===== config.mk =====
export PLATFORM = sky130hd
export DESIGN_NAME = alu_arbiter_flat
export DESIGN_NICKNAME = d
export VERILOG_FILES = /design/src/rtl/alu_arbiter_if.sv /design/src/rtl/alu_arbiter.sv /design/src/flat_wrapper.sv
export SDC_FILE = /design/constraint.sdc
export NUM_CORES = 1
export LEC_CHECK = 0
export ABC_AREA = 1
export CORE_ASPECT_RATIO = 1.4
export CORE_UTILIZATION = 25
export CTS_BUF_LIST = sky130_fd_sc_hd__clkbuf_4 sky130_fd_sc_hd__clkbuf_8 sky130_fd_sc_hd__clkbuf_16
export CTS_CLUSTER_DIAMETER = 150
export DETAILED_ROUTE_END_ITERATION = 10
export PLACE_DENSITY = 0.68
export SLEW_MARGIN = 25
export SYNTH_ARGS = -nofsm -noshare
export SYNTH_HDL_FRONTEND = slang
export SYNTH_SLANG_ARGS = --single-unit

===== constraint.sdc =====
create_clock -name clk -period 2.61 [get_ports clk]
set_input_delay 0.3915 -clock clk [delete_from_list [all_inputs] [get_ports clk]]
set_output_delay 0.3915 -clock clk [all_outputs]
set_load 0.01 [all_outputs]

===== src/rtl/alu_arbiter_if.sv =====
// Signal bundle between two requesters, the alu_arbiter and the shared ALU.
// slave modport is the arbiter's view; master is the requester/ALU environment.
interface alu_arbiter_if #(
    parameter int DATA_W = 32
);
  logic              req0_valid, req1_valid;
  logic              req0_ready, req1_ready;
  logic [2:0]        req0_aluop, req1_aluop;
  logic [2:0]        req0_func3, req1_func3;
  logic [6:0]        req0_func7, req1_func7;
  logic [6:0]        req0_opcode, req1_opcode;
  logic [DATA_W-1:0] req0_a, req1_a;
  logic [DATA_W-1:0] req0_b, req1_b;
  logic              rsp0_valid, rsp1_valid;
  logic [DATA_W-1:0] rsp0_result, rsp1_result;
  logic [2:0]        alu_aluop;
  logic [2:0]        alu_func3;
  logic [6:0]        alu_func7;
  logic [6:0]        alu_opcode;
  logic [DATA_W-1:0] alu_a, alu_b;
  logic [DATA_W-1:0] alu_result;
  logic              busy;

  modport slave (
    input  req0_valid, req1_valid, req0_aluop, req1_aluop, req0_func3, req1_func3,
           req0_func7, req1_func7, req0_opcode, req1_opcode, req0_a, req1_a,
           req0_b, req1_b, alu_result,
    output req0_ready, req1_ready, rsp0_valid, rsp1_valid, rsp0_result, rsp1_result,
           alu_aluop, alu_func3, alu_func7, alu_opcode, alu_a, alu_b, busy
  );

  modport master (
    output req0_valid, req1_valid, req0_aluop, req1_aluop, req0_func3, req1_func3,
           req0_func7, req1_func7, req0_opcode, req1_opcode, req0_a, req1_a,
           req0_b, req1_b, alu_result,
    input  req0_ready, req1_ready, rsp0_valid, rsp1_valid, rsp0_result, rsp1_result,
           alu_aluop, alu_func3, alu_func7, alu_opcode, alu_a, alu_b, busy
  );
endinterface


===== src/rtl/alu_arbiter.sv =====
// Shares one ALU between two requesters (round-robin; ALU_ARB_FIXED_PRIO_EN gives req0 fixed priority).
// Accept -> rsp pulse 2 cycles later, one op per 3 cycles; ready only offered in IDLE.
module alu_arbiter #(
    parameter int DATA_W = 32
) (
  input  logic        clk,
  input  logic        rst_n,
  alu_arbiter_if.slave bus
);
  typedef enum logic [1:0] {IDLE, ISSUE, RESP} state_t;

  state_t            state_q, state_d;
  logic              id_q, id_d;
  logic [2:0]        aluop_q, aluop_d;
  logic [2:0]        func3_q, func3_d;
  logic [6:0]        func7_q, func7_d;
  logic [6:0]        opcode_q, opcode_d;
  logic [DATA_W-1:0] a_q, a_d;
  logic [DATA_W-1:0] b_q, b_d;
  logic [DATA_W-1:0] result_q, result_d;
  logic              rsp0_vld_q, rsp0_vld_d;
  logic              rsp1_vld_q, rsp1_vld_d;
  logic              busy_q, busy_d;
  logic              gnt0, gnt1;

`ifdef ALU_ARB_FIXED_PRIO_EN
  always_comb begin
    gnt0 = bus.req0_valid;
    gnt1 = bus.req1_valid & ~bus.req0_valid;
  end
`else
  // last_q == 1 means requester 1 was granted last, so requester 0 wins a tie.
  logic last_q, last_d;

  always_comb begin
    gnt0 = bus.req0_valid & (~bus.req1_valid | last_q);
    gnt1 = bus.req1_valid & (~bus.req0_valid | ~last_q);
  end
`endif

  always_comb begin
    state_d    = state_q;
    id_d       = id_q;
    aluop_d    = aluop_q;
    func3_d    = func3_q;
    func7_d    = func7_q;
    opcode_d   = opcode_q;
    a_d        = a_q;
    b_d        = b_q;
    result_d   = result_q;
    rsp0_vld_d = 1'b0;
    rsp1_vld_d = 1'b0;
`ifndef ALU_ARB_FIXED_PRIO_EN
    last_d     = last_q;
`endif
    case (state_q)
      IDLE: begin
        if (gnt0 || gnt1) begin
          state_d  = ISSUE;
          id_d     = gnt1;
          aluop_d  = gnt1 ? bus.req1_aluop  : bus.req0_aluop;
          func3_d  = gnt1 ? bus.req1_func3  : bus.req0_func3;
          func7_d  = gnt1 ? bus.req1_func7  : bus.req0_func7;
          opcode_d = gnt1 ? bus.req1_opcode : bus.req0_opcode;
          a_d      = gnt1 ? bus.req1_a      : bus.req0_a;
          b_d      = gnt1 ? bus.req1_b      : bus.req0_b;
`ifndef ALU_ARB_FIXED_PRIO_EN
          last_d   = gnt1;
`endif
        end
      end
      ISSUE: begin
        state_d    = RESP;
        result_d   = bus.alu_result;
        rsp0_vld_d = ~id_q;
        rsp1_vld_d = id_q;
      end
      RESP:    state_d = IDLE;
      default: state_d = IDLE;
    endcase
    busy_d = (state_d != IDLE);
  end

  always_ff @(posedge clk or negedge rst_n) begin
    if (!rst_n) begin
      state_q    <= IDLE;
      id_q       <= 1'b0;
      aluop_q    <= '0;
      func3_q    <= '0;
      func7_q    <= '0;
      opcode_q   <= '0;
      a_q        <= '0;
      b_q        <= '0;
      result_q   <= '0;
      rsp0_vld_q <= 1'b0;
      rsp1_vld_q <= 1'b0;
      busy_q     <= 1'b0;
`ifndef ALU_ARB_FIXED_PRIO_EN
      last_q     <= 1'b1;
`endif
    end else begin
      state_q    <= state_d;
      id_q       <= id_d;
      aluop_q    <= aluop_d;
      func3_q    <= func3_d;
      func7_q    <= func7_d;
      opcode_q   <= opcode_d;
      a_q        <= a_d;
      b_q        <= b_d;
      result_q   <= result_d;
      rsp0_vld_q <= rsp0_vld_d;
      rsp1_vld_q <= rsp1_vld_d;
      busy_q     <= busy_d;
`ifndef ALU_ARB_FIXED_PRIO_EN
      last_q     <= last_d;
`endif
    end
  end

  assign bus.req0_ready  = (state_q == IDLE) & gnt0;
  assign bus.req1_ready  = (state_q == IDLE) & gnt1;
  assign bus.rsp0_valid  = rsp0_vld_q;
  assign bus.rsp1_valid  = rsp1_vld_q;
  assign bus.rsp0_result = result_q;
  assign bus.rsp1_result = result_q;
  assign bus.alu_aluop   = aluop_q;
  assign bus.alu_func3   = func3_q;
  assign bus.alu_func7   = func7_q;
  assign bus.alu_opcode  = opcode_q;
  assign bus.alu_a       = a_q;
  assign bus.alu_b       = b_q;
  assign bus.busy        = busy_q;
endmodule


===== src/flat_wrapper.sv =====
// flat-port wrapper written by rule: the top's interface ports become plain ports
module alu_arbiter_flat 
#(
    parameter int DATA_W = 32
)
  (clk, rst_n, bus_req0_valid, bus_req1_valid, bus_req0_aluop, bus_req1_aluop, bus_req0_func3, bus_req1_func3, bus_req0_func7, bus_req1_func7, bus_req0_opcode, bus_req1_opcode, bus_req0_a, bus_req1_a, bus_req0_b, bus_req1_b, bus_alu_result, bus_req0_ready, bus_req1_ready, bus_rsp0_valid, bus_rsp1_valid, bus_rsp0_result, bus_rsp1_result, bus_alu_aluop, bus_alu_func3, bus_alu_func7, bus_alu_opcode, bus_alu_a, bus_alu_b, bus_busy);
  alu_arbiter_if #(.DATA_W(DATA_W)) bus_i ();
  input  logic clk;
  input  logic rst_n;
  input wire logic [$bits(bus_i.req0_valid)-1:0] bus_req0_valid;
  input wire logic [$bits(bus_i.req1_valid)-1:0] bus_req1_valid;
  input wire logic [$bits(bus_i.req0_aluop)-1:0] bus_req0_aluop;
  input wire logic [$bits(bus_i.req1_aluop)-1:0] bus_req1_aluop;
  input wire logic [$bits(bus_i.req0_func3)-1:0] bus_req0_func3;
  input wire logic [$bits(bus_i.req1_func3)-1:0] bus_req1_func3;
  input wire logic [$bits(bus_i.req0_func7)-1:0] bus_req0_func7;
  input wire logic [$bits(bus_i.req1_func7)-1:0] bus_req1_func7;
  input wire logic [$bits(bus_i.req0_opcode)-1:0] bus_req0_opcode;
  input wire logic [$bits(bus_i.req1_opcode)-1:0] bus_req1_opcode;
  input wire logic [$bits(bus_i.req0_a)-1:0] bus_req0_a;
  input wire logic [$bits(bus_i.req1_a)-1:0] bus_req1_a;
  input wire logic [$bits(bus_i.req0_b)-1:0] bus_req0_b;
  input wire logic [$bits(bus_i.req1_b)-1:0] bus_req1_b;
  input wire logic [$bits(bus_i.alu_result)-1:0] bus_alu_result;
  output wire logic [$bits(bus_i.req0_ready)-1:0] bus_req0_ready;
  output wire logic [$bits(bus_i.req1_ready)-1:0] bus_req1_ready;
  output wire logic [$bits(bus_i.rsp0_valid)-1:0] bus_rsp0_valid;
  output wire logic [$bits(bus_i.rsp1_valid)-1:0] bus_rsp1_valid;
  output wire logic [$bits(bus_i.rsp0_result)-1:0] bus_rsp0_result;
  output wire logic [$bits(bus_i.rsp1_result)-1:0] bus_rsp1_result;
  output wire logic [$bits(bus_i.alu_aluop)-1:0] bus_alu_aluop;
  output wire logic [$bits(bus_i.alu_func3)-1:0] bus_alu_func3;
  output wire logic [$bits(bus_i.alu_func7)-1:0] bus_alu_func7;
  output wire logic [$bits(bus_i.alu_opcode)-1:0] bus_alu_opcode;
  output wire logic [$bits(bus_i.alu_a)-1:0] bus_alu_a;
  output wire logic [$bits(bus_i.alu_b)-1:0] bus_alu_b;
  output wire logic [$bits(bus_i.busy)-1:0] bus_busy;
  assign bus_i.req0_valid = bus_req0_valid;
  assign bus_i.req1_valid = bus_req1_valid;
  assign bus_i.req0_aluop = bus_req0_aluop;
  assign bus_i.req1_aluop = bus_req1_aluop;
  assign bus_i.req0_func3 = bus_req0_func3;
  assign bus_i.req1_func3 = bus_req1_func3;
  assign bus_i.req0_func7 = bus_req0_func7;
  assign bus_i.req1_func7 = bus_req1_func7;
  assign bus_i.req0_opcode = bus_req0_opcode;
  assign bus_i.req1_opcode = bus_req1_opcode;
  assign bus_i.req0_a = bus_req0_a;
  assign bus_i.req1_a = bus_req1_a;
  assign bus_i.req0_b = bus_req0_b;
  assign bus_i.req1_b = bus_req1_b;
  assign bus_i.alu_result = bus_alu_result;
  assign bus_req0_ready = bus_i.req0_ready;
  assign bus_req1_ready = bus_i.req1_ready;
  assign bus_rsp0_valid = bus_i.rsp0_valid;
  assign bus_rsp1_valid = bus_i.rsp1_valid;
  assign bus_rsp0_result = bus_i.rsp0_result;
  assign bus_rsp1_result = bus_i.rsp1_result;
  assign bus_alu_aluop = bus_i.alu_aluop;
  assign bus_alu_func3 = bus_i.alu_func3;
  assign bus_alu_func7 = bus_i.alu_func7;
  assign bus_alu_opcode = bus_i.alu_opcode;
  assign bus_alu_a = bus_i.alu_a;
  assign bus_alu_b = bus_i.alu_b;
  assign bus_busy = bus_i.busy;
  alu_arbiter #(.DATA_W(DATA_W)) u_core (.clk(clk), .rst_n(rst_n), .bus(bus_i));
endmodule

==> summary.json, run 1 <==
{
  "startpoint": {"value": "u_core.state_q[1]"},
  "p_comb_frac": {"value": 0.488},
  "area_of_the_placeable_core": {"value": 25400, "unit": "um2"},
  "vias_in_the_first_global_route": {"value": 6271},
  "cp_cell_sequence": {"value": "inv_1, nand2_1, inv_1, nand2_1, a21oi_1, clkdlybuf4s50_1"},
  "vdd.ir_drop.worst": {"value": 621, "unit": "uV"},
  "outcome": {"value": "complete, no violations"},
  "hold_violations": {"value": 0},
  "worstSetupStartpointType": {"value": "register"},
  "final_cell_mix": {"value": "354 x sky130_fd_sc_hd__clkdlybuf4s50_1, 352 x sky130_fd_sc_hd__nand2_1, 175 x sky130_fd_sc_hd__inv_1"},
  "cts_num_sinks": {"value": 123},
  "post-place-cells": {"value": 1521},
  "die_area": {"value": 26500, "unit": "um2"},
  "post_layout_nonfiller_instances": {"value": 1553},
  "finalHoldWorstSlack": {"value": 0.420, "unit": "ns"},
  "drt-pass1-iter-count": {"value": 5},
  "post-synth-top-area-fraction": {"value": 0.472},
  "gpl.final_weighted_congestion": {"value": 0.836},
  "post-route-drc-count": {"value": 0},
  "reg2reg_setup_slack": {"value": 0.97, "unit": "ns"},
  "vias_per_cell": {"value": 4.24},
  "crit_path_max_fanout": {"value": 2},
  "clock_skew": {"value": 0.0101, "unit": "ns"},
  "die-width": {"value": 138, "unit": "um"},
  "clkLatencyLatePin": {"value": 0.42, "unit": "ns"},
  "slew-limit-headroom": {"value": 0.556},
  "clk_transition_reported_paths": {"value": 0.05, "unit": "ns"},
  "shortest_clock_period_the_worst_path_allows_after_layout": {"value": 2.26, "unit": "ns"},
  "tritoncts": {"value": "done"},
  "routed_wire_length_per_instance": {"value": 14.3, "unit": "um"},
  "synthTopCellsByArea": {"value": "sky130_fd_sc_hd__dfrtp_1 47%, sky130_fd_sc_hd__nand2_1 21%, sky130_fd_sc_hd__nand3_1 13%"},
  "setup.worst_path.class": {"value": "register to primary output"},
  "final_cell_area": {"value": 10800, "unit": "um2"},
  "grt.overflow.total": {"value": 0},
  "grt_util_met2": {"value": 0.299},
  "power.share.switching": {"value": 0.360},
  "min-delay-start": {"value": "u_core.id_q"},
  "finalWorstSetupSlack": {"value": 0.348, "unit": "ns"},
  "grt_antenna_before_repair": {"value": 1},
  "synth_area_leader_cell": {"value": "sky130_fd_sc_hd__dfrtp_1"},
  "synthesis.area": {"value": 6460, "unit": "um2"},
  "worst_ep_arrival_time": {"value": 1.87, "unit": "ns"},
  "intPower": {"value": 7.60, "unit": "mW"},
  "setup.worst_path.end": {"value": "bus_req0_ready"},
  "grt_use_total": {"value": 0.168},
  "numPortBuffers": {"value": 356},
  "timing_worst_slew_pin_value": {"value": 0.666, "unit": "ns"},
  "nets": {"value": 1426},
  "yosys_register_bits": {"value": 123},
  "fin_setup_tns": {"value": 0, "unit": "ns"},
  "report.final.setup_viol": {"value": 0},
  "initial_utilization": {"value": 0.255},
  "fp-row-count": {"value": 69},
  "worst_r2r_path_depth": {"value": 6},
  "fin_crit_sh": {"value": 0.867},
  "syn2layout_area_growth": {"value": 66.5, "unit": "%"},
  "power_switching": {"value": 4.28, "unit": "mW"},
  "clock_path_buffers": {"value": 2},
  "yosys_warnings": {"value": 0},
  "seq_power_share": {"value": 0.293},
  "cpLargestDelayFamily": {"value": "buffers and inverters"},
  "drt-total-wl": {"value": 22200, "unit": "um"},
  "drt_first_iter_violations": {"value": 278},
  "grt_use_met3": {"value": 0.0459},
  "worstHoldPathType": {"value": "register to register"},
  "clock-root-buffer": {"value": "sky130_fd_sc_hd__clkbuf_16"},
  "timing.critical_path.to_type": {"value": "primary output"},
  "maxSlewViolCount": {"value": 0},
  "worstReg2RegStart": {"value": "u_core.last_q"},
  "number_of_standard_cells_after_synthesis": {"value": 913},
  "cts_htree_levels": {"value": 4},
  "synth_fp_nets": {"value": 1117},
  "final.fill_count": {"value": 2554},
  "netlist-cell-type-count": {"value": 15},
  "power_frac_clock": {"value": 0.219},
  "place.detailed.hpwl": {"value": 16300, "unit": "um"},
  "die_height": {"value": 192, "unit": "um"},
  "finalPower": {"value": 11.9, "unit": "mW"},
  "post-place-ws": {"value": 0.432, "unit": "ns"},
  "ant_nets": {"value": 0},
  "layout.core_utilization": {"value": 0.424},
  "grt_setup_unrepaired": {"value": "false"},
  "critPathBufInv": {"value": 3},
  "cts_setup_buffers": {"value": 0},
  "crit_path_max_incr_delay": {"value": 0.58, "unit": "ns"},
  "cts_made_buffers": {"value": 17},
  "path_depth": {"value": 6},
  "drive_above_1_share": {"value": 0.0454},
  "timing.critical_path.required": {"value": 2.22, "unit": "ns"},
  "power_density": {"value": 1100, "unit": "nW/um2"},
  "max-cap-violations": {"value": 0},
  "antenna_cells_inserted": {"value": 0},
  "max_freq": {"value": 0.442, "unit": "GHz"},
  "grt_max_degree": {"value": 56},
  "final_common_cell": {"value": "sky130_fd_sc_hd__clkdlybuf4s50_1"},
  "gr-usage-met1": {"value": 0.184},
  "leakage": {"value": 5.61, "unit": "nW"},
  "critical-path-slowest-cell": {"value": "sky130_fd_sc_hd__clkdlybuf4s50_1"},
  "grt_most_used_layer": {"value": "met2"},
  "synthesis.area_per_instance": {"value": 7.08, "unit": "um2"},
  "placed_area": {"value": 10100, "unit": "um2"},
  "regToRegEndpoint": {"value": "u_core.bus.alu_a[21]"},
  "sequential_fraction_of_the_synthesis_area": {"value": 0.476},
  "io_pins": {"value": 357},
  "global_route_wire_length_before_repair": {"value": 33500, "unit": "um"},
  "via_count": {"value": 6577}
}
sequential cells by signal (all words and copies together) (netlist names):
register,cells
u_core.bus.alu_aluop,3
u_core.state_q,2
u_core.bus.alu_a,32
u_core.bus.alu_b,32
u_core.bus.rsp0_result,32
u_core.bus.rsp1_valid,1
u_core.bus.alu_opcode,7
u_core.id_q,1
u_core.bus.busy,1
u_core.bus.rsp0_valid,1
u_core.bus.alu_func3,3
u_core.bus.alu_func7,7
u_core.last_q,1
power by group through the flow:
stage	Clock, mW	Sequential [mW]	Combinational (mW)
after floorplan	0	3.85	2.42
after CTS	2.67	3.49	5.91
after global routing	2.77	3.61	6.39
after global placement	0	3.49	5.80
after detailed placement	0	3.50	5.89
final	2.60	3.48	5.80
cells by family (layout without fill, tap and decap cells):
group                  Yosys count  in the layout  synth area share
AOI/OAI and AO/OA                3              3           0.00232
buffers and inverters          260            581             0.180
DFF                            123            123             0.476
and+or+nand+nor                527            527             0.341
per-layer routing:
layer,part of all wire,routed length (um)
met1,0.37,8330
met2,0.52,11700
met3,0.070,1550
met4,0.031,679
met5,0.00045,10
repair_timing:
item	in CTS	in global routing
endpoints found under the hold margin	50	0
hold buffers	1	0
resized for setup	0	0
synth_stat cells:
| cell | n |
|---|---|
| sky130_fd_sc_hd__a21oi_1 | 1 |
| sky130_fd_sc_hd__buf_2 | 23 |
| sky130_fd_sc_hd__buf_4 | 43 |
| sky130_fd_sc_hd__clkbuf_1 | 18 |
| sky130_fd_sc_hd__dfrtp_1 | 122 |
| sky130_fd_sc_hd__dfstp_2 | 1 |
| sky130_fd_sc_hd__inv_1 | 175 |
| sky130_fd_sc_hd__inv_2 | 1 |
| sky130_fd_sc_hd__nand2_1 | 353 |
| sky130_fd_sc_hd__nand2_2 | 1 |
| sky130_fd_sc_hd__nand3_1 | 169 |
| sky130_fd_sc_hd__nor2_1 | 2 |
| sky130_fd_sc_hd__nor2_2 | 1 |
| sky130_fd_sc_hd__nor2_4 | 1 |
| sky130_fd_sc_hd__o21ai_0 | 2 |
how the worst min path moves through the flow:
stage | endpoint | slack [ns] | depth (start not counted)
final | u_core.bus.rsp0_valid | 0.42 | 1
after CTS | u_core.bus.alu_b[25] | 0.41 | 4
after global placement | u_core.bus.alu_b[2] | 0.39 | 1
after floorplan | u_core.bus.alu_a[0] | 0.1 | 0
after detailed placement | u_core.bus.alu_b[2] | 0.38 | 1
after global routing | u_core.bus.rsp0_valid | 0.45 | 1
cell type report:
| type | count | area, um2 | share of cell area |
|---|---|---|---|
| repair buffers | 374 | 3750 | 0.348 |
| inverters | 176 | 661 | 0.0614 |
| clock inverters | 6 | 133 | 0.0123 |
| clock buffers | 25 | 517 | 0.0480 |
| well taps | 319 | 399 | 0.0371 |
| flip-flops and latches | 123 | 3080 | 0.286 |
| multi-input cells | 530 | 2220 | 0.207 |
(Power assumes the default switching activity.)
==> run 2, diff against run 1 <==
PLACE_DENSITY = 0.54   (was 0.68)
==> summary.json, run 2 (synthesis gave the netlist of run 1 again) <==
{
  "gpl.final_weighted_congestion": {"value": 0.776},
  "maxSlewViolCount": {"value": 0},
  "slew-limit-headroom": {"value": 0.601},
  "die_area": {"value": 26500, "unit": "um2"},
  "grt_antenna_before_repair": {"value": 1},
  "cts_made_buffers": {"value": 17},
  "grt_use_total": {"value": 0.175},
  "routed_wire_length_per_instance": {"value": 15.0, "unit": "um"},
  "clock-root-buffer": {"value": "sky130_fd_sc_hd__clkbuf_16"},
  "tritoncts": {"value": "done"},
  "fp-row-count": {"value": 69},
  "worstReg2RegStart": {"value": "u_core.last_q"},
  "max_freq": {"value": 0.438, "unit": "GHz"},
  "max-cap-violations": {"value": 0},
  "layout.core_utilization": {"value": 0.423},
  "syn2layout_area_growth": {"value": 66.2, "unit": "%"},
  "clk_transition_reported_paths": {"value": 0.06, "unit": "ns"},
  "drt-total-wl": {"value": 23300, "unit": "um"},
  "drive_above_1_share": {"value": 0.0462},
  "final.fill_count": {"value": 2615},
  "via_count": {"value": 6474},
  "crit_path_max_fanout": {"value": 3},
  "regToRegEndpoint": {"value": "u_core.bus.alu_a[16]"},
  "report.final.setup_viol": {"value": 0},
  "cts_num_sinks": {"value": 123},
  "finalPower": {"value": 11.7, "unit": "mW"},
  "fin_crit_sh": {"value": 0.875},
  "cts_setup_buffers": {"value": 0},
  "global_route_wire_length_before_repair": {"value": 34400, "unit": "um"},
  "place.detailed.hpwl": {"value": 16700, "unit": "um"},
  "final_common_cell": {"value": "sky130_fd_sc_hd__clkdlybuf4s50_1"},
  "drt-pass1-iter-count": {"value": 4},
  "die-width": {"value": 138, "unit": "um"},
  "worst_ep_arrival_time": {"value": 1.89, "unit": "ns"},
  "fin_setup_tns": {"value": 0, "unit": "ns"},
  "io_pins": {"value": 357},
  "timing.critical_path.required": {"value": 2.22, "unit": "ns"},
  "ant_nets": {"value": 0},
  "post-route-drc-count": {"value": 0},
  "nets": {"value": 1427},
  "cts_resized": {"value": 0},
  "timing.critical_path.to_type": {"value": "primary output"},
  "setup.worst_path.class": {"value": "register to primary output"},
  "power_density": {"value": 1090, "unit": "nW/um2"},
  "grt_setup_unrepaired": {"value": "false"},
  "vias_in_the_first_global_route": {"value": 6179},
  "timing_worst_slew_pin_value": {"value": 0.598, "unit": "ns"},
  "cts_htree_levels": {"value": 4},
  "grt_max_degree": {"value": 68},
  "hold_violations": {"value": 0},
  "clkLatencyLatePin": {"value": 0.42, "unit": "ns"},
  "drt_first_iter_violations": {"value": 266},
  "vias_per_cell": {"value": 4.16},
  "area_of_the_placeable_core": {"value": 25400, "unit": "um2"},
  "leakage": {"value": 5.60, "unit": "nW"},
  "worst_r2r_path_depth": {"value": 7},
  "worstHoldPathType": {"value": "register to register"},
  "final_cell_mix": {"value": "354 x sky130_fd_sc_hd__clkdlybuf4s50_1, 352 x sky130_fd_sc_hd__nand2_1, 175 x sky130_fd_sc_hd__inv_1"},
  "numPortBuffers": {"value": 356},
  "grt.overflow.total": {"value": 0},
  "initial_utilization": {"value": 0.255},
  "clock_path_buffers": {"value": 2},
  "outcome": {"value": "complete, no violations"},
  "worstSetupStartpointType": {"value": "register"},
  "shortest_clock_period_the_worst_path_allows_after_layout": {"value": 2.28, "unit": "ns"},
  "die_height": {"value": 192, "unit": "um"},
  "worst_hold_path.endpoint": {"value": "u_core.bus.rsp0_valid"},
  "vdd.ir_drop.worst": {"value": 560, "unit": "uV"},
  "min-delay-start": {"value": "u_core.id_q"},
  "clock_skew": {"value": 0.00839, "unit": "ns"},
  "timing.hold.worst_path_depth": {"value": 1},
  "reg2reg_setup_slack": {"value": 0.88, "unit": "ns"}
}
-- run 2: worst max path at each step --
stage | from | to | slack (ns) | depth (start not counted)
5_1_grt | u_core.state_q[1] | bus_req1_ready | 0.22 | 6
6_report | u_core.state_q[1] | bus_req1_ready | 0.33 | 6
4_1_cts | u_core.state_q[1] | bus_req1_ready | 0.28 | 6
3_5_place_dp | bus_req0_valid | u_core.bus.alu_a[16] | 0.39 | 8
2_1_floorplan | bus_req1_valid | bus_req1_ready | 1.11 | 5
3_3_place_gp | bus_req0_valid | bus_req1_ready | 0.40 | 5
-- run 2: area by class of cell --
class                   count  area, um2  area share
clock inverters            11        146      0.0136
multi-input cells         530       2230       0.208
repair buffers            375       3770       0.351
diodes                      1       2.50    0.000233
well taps                 319        399      0.0372
flip-flops and latches    123       3080       0.287
inverters                 176        661      0.0615
clock buffers              20        454      0.0423
-- run 2: repair_timing --
action | CTS | global route
hold buffers | 1 | 0
endpoints found under the setup margin | 0 | 0
hold endpoints to repair | 50 | 0
-- run 2: critical path, stage by stage, from the launching register on --
cell	delay, ns
sky130_fd_sc_hd__dfrtp_1	0.37
sky130_fd_sc_hd__inv_1	0.07
sky130_fd_sc_hd__nand2_1	0.10
sky130_fd_sc_hd__inv_1	0.14
sky130_fd_sc_hd__nand3_1	0.13
sky130_fd_sc_hd__inv_1	0.08
sky130_fd_sc_hd__clkdlybuf4s50_1	0.58
-- run 2: routing by layer --
metal  share of wire  global-route usage  up-vias
li1                -                   -     3293
met1            0.38               0.194     2910
met2            0.52               0.309      242
met3           0.070              0.0483       27
met4           0.023              0.0719        2
met5         0.00056                   0        -
-- run 2: per-stage QoR --
stage                     instance area [um2]  setup slack (ns)  hold WS, ns  std cells
after floorplan                          6460              1.11       0.0959        913
after global placement                  10100             0.404        0.408       1522
after detailed placement                10100             0.388        0.406       1522
after CTS                               10700             0.282        0.435       1554
after global routing                    10700             0.217        0.440       1554
final                                   10700             0.326        0.424       1555
-- run 2: where the power goes --
part | switching [mW] | internal [mW]
combinational | 2.87 | 2.97
sequential | 0.588 | 2.88
clock | 0.885 | 1.54
total | 4.34 | 7.40
==> run 3, diff against run 2 <==
CORE_MARGIN = 3   (was unset)
clock period = 2.7 ns   (was 2.61 ns; I/O delays follow)
==> summary.json, run 3 (synthesis gave the netlist of run 1 again) <==
{
  "layout.core_utilization": {"value": 0.422},
  "drt-pass1-iter-count": {"value": 4},
  "ant_nets": {"value": 0},
  "max_freq": {"value": 0.434, "unit": "GHz"},
  "drt_first_iter_violations": {"value": 261},
  "leakage": {"value": 5.58, "unit": "nW"},
  "post-route-drc-count": {"value": 0},
  "timing.critical_path.required": {"value": 2.30, "unit": "ns"},
  "final_cell_mix": {"value": "354 x sky130_fd_sc_hd__clkdlybuf4s50_1, 352 x sky130_fd_sc_hd__nand2_1, 175 x sky130_fd_sc_hd__inv_1"},
  "io_pins": {"value": 357},
  "tritoncts": {"value": "done"},
  "fp-row-count": {"value": 69},
  "grt.overflow.total": {"value": 0},
  "finalPower": {"value": 11.4, "unit": "mW"},
  "vias_per_cell": {"value": 4.21},
  "syn2layout_area_growth": {"value": 65.9, "unit": "%"},
  "outcome": {"value": "complete, no violations"},
  "slew-limit-headroom": {"value": 0.585},
  "finalHoldWorstSlack": {"value": 0.397, "unit": "ns"},
  "drive_above_1_share": {"value": 0.0438},
  "grt_setup_unrepaired": {"value": "false"},
  "die-width": {"value": 142, "unit": "um"},
  "place.detailed.hpwl": {"value": 16800, "unit": "um"},
  "worstReg2RegStart": {"value": "u_core.last_q"},
  "via_count": {"value": 6531},
  "clkLatencyLatePin": {"value": 0.42, "unit": "ns"},
  "cts_made_buffers": {"value": 17},
  "grt_max_degree": {"value": 85},
  "hold_violations": {"value": 0},
  "worstSetupStartpointType": {"value": "register"},
  "final_common_cell": {"value": "sky130_fd_sc_hd__clkdlybuf4s50_1"},
  "report.final.setup_viol": {"value": 0},
  "startpoint": {"value": "u_core.state_q[1]"},
  "numPortBuffers": {"value": 356},
  "cts_setup_buffers": {"value": 0},
  "worst_ep_arrival_time": {"value": 1.90, "unit": "ns"},
  "timing.critical_path.to_type": {"value": "primary output"},
  "vdd.ir_drop.worst": {"value": 688, "unit": "uV"},
  "grt_antenna_before_repair": {"value": 1},
  "maxSlewViolCount": {"value": 0},
  "clk_transition_reported_paths": {"value": 0.05, "unit": "ns"},
  "initial_utilization": {"value": 0.255},
  "antenna_cells_inserted": {"value": 0},
  "shortest_clock_period_the_worst_path_allows_after_layout": {"value": 2.30, "unit": "ns"},
  "placed_area": {"value": 10100, "unit": "um2"},
  "post-place-ws": {"value": 0.391, "unit": "ns"},
  "fin_crit_sh": {"value": 0.853},
  "gpl.final_weighted_congestion": {"value": 0.800},
  "cts_htree_levels": {"value": 4},
  "finalWorstSetupSlack": {"value": 0.398, "unit": "ns"},
  "clock_skew": {"value": 0.00785, "unit": "ns"},
  "max-cap-violations": {"value": 0},
  "min-delay-start": {"value": "bus_req1_valid"},
  "die_area": {"value": 27800, "unit": "um2"},
  "die_height": {"value": 196, "unit": "um"},
  "timing_worst_slew_pin_value": {"value": 0.622, "unit": "ns"},
  "clock_path_buffers": {"value": 2},
  "setup.worst_path.class": {"value": "register to primary output"},
  "power_density": {"value": 1060, "unit": "nW/um2"},
  "vias_in_the_first_global_route": {"value": 6297},
  "routed_wire_length_per_instance": {"value": 15.1, "unit": "um"},
  "post-place-cells": {"value": 1518},
  "global_route_wire_length_before_repair": {"value": 35600, "unit": "um"},
  "drt-total-wl": {"value": 23400, "unit": "um"},
  "post_layout_nonfiller_instances": {"value": 1551},
  "cts_num_sinks": {"value": 123},
  "fin_setup_tns": {"value": 0, "unit": "ns"},
  "nets": {"value": 1423},
  "final_cell_area": {"value": 10700, "unit": "um2"},
  "crit_path_max_fanout": {"value": 3},
  "grt_use_total": {"value": 0.165},
  "clock-root-buffer": {"value": "sky130_fd_sc_hd__clkbuf_16"},
  "worstHoldPathType": {"value": "input pin to register"},
  "area_of_the_placeable_core": {"value": 25400, "unit": "um2"}
}
run 3: changes by cell type in the layout (fill, tap and decap cells not counted), sizes merged:
cell	delta
diode	-1
clkbuf	-2
buf	-4
bufinv	+1
clkinv	-2
clkinvlp	+2
inv	+2
run 3: area by class of cell:
cell class / instances / area, um2
Tap cell: 319 / 399
Clock inverter: 14 / 195
Clock buffer: 18 / 433
Inverter: 176 / 661
Multi-Input combinational cell: 530 / 2220
Timing Repair Buffer: 371 / 3730
Sequential cell: 123 / 3080
Fill cell: 2648 / 14700
run 3: layer usage:
layer  global-route usage  part of all wire  vias up
met5                    0           0.00056        -
met4               0.0601             0.024        2
met3               0.0449             0.065       31
met2                0.291              0.52      231
met1                0.191              0.39     2979
li1                     -                 -     3288
run 3: path summary, 6_finish.rpt:
kind	endpoint	slack, ns	cells after the start
max	bus_req1_ready	0.40	6
min	u_core.bus.alu_b[29]	0.40	4
max reg2reg	u_core.bus.alu_b[0]	1.12	6
min reg2reg	u_core.bus.rsp0_valid	0.43	1
max in group asynchronous	u_core.bus.alu_a[23]	1.58	3
min in group asynchronous	u_core.bus.alu_b[9]	0.41	2
run 3: power breakdown:
part           internal [mW]  switching [mW]
clock                   1.56           0.895
sequential              2.78           0.567
combinational           2.84            2.77
run 3: what timing repair did:
item / in CTS / in global routing
hold endpoints to repair: 22 / 0
endpoints found under the setup margin: 0 / 0
resized for setup: 0 / 0
hold buffers: 1 / 0
run 3: critical path, stage by stage (launching register included):
cell	delay, ns
sky130_fd_sc_hd__dfrtp_1	0.36
sky130_fd_sc_hd__inv_1	0.07
sky130_fd_sc_hd__nand2_1	0.10
sky130_fd_sc_hd__inv_1	0.14
sky130_fd_sc_hd__nand3_1	0.16
sky130_fd_sc_hd__inv_1	0.11
sky130_fd_sc_hd__clkdlybuf4s50_1	0.54
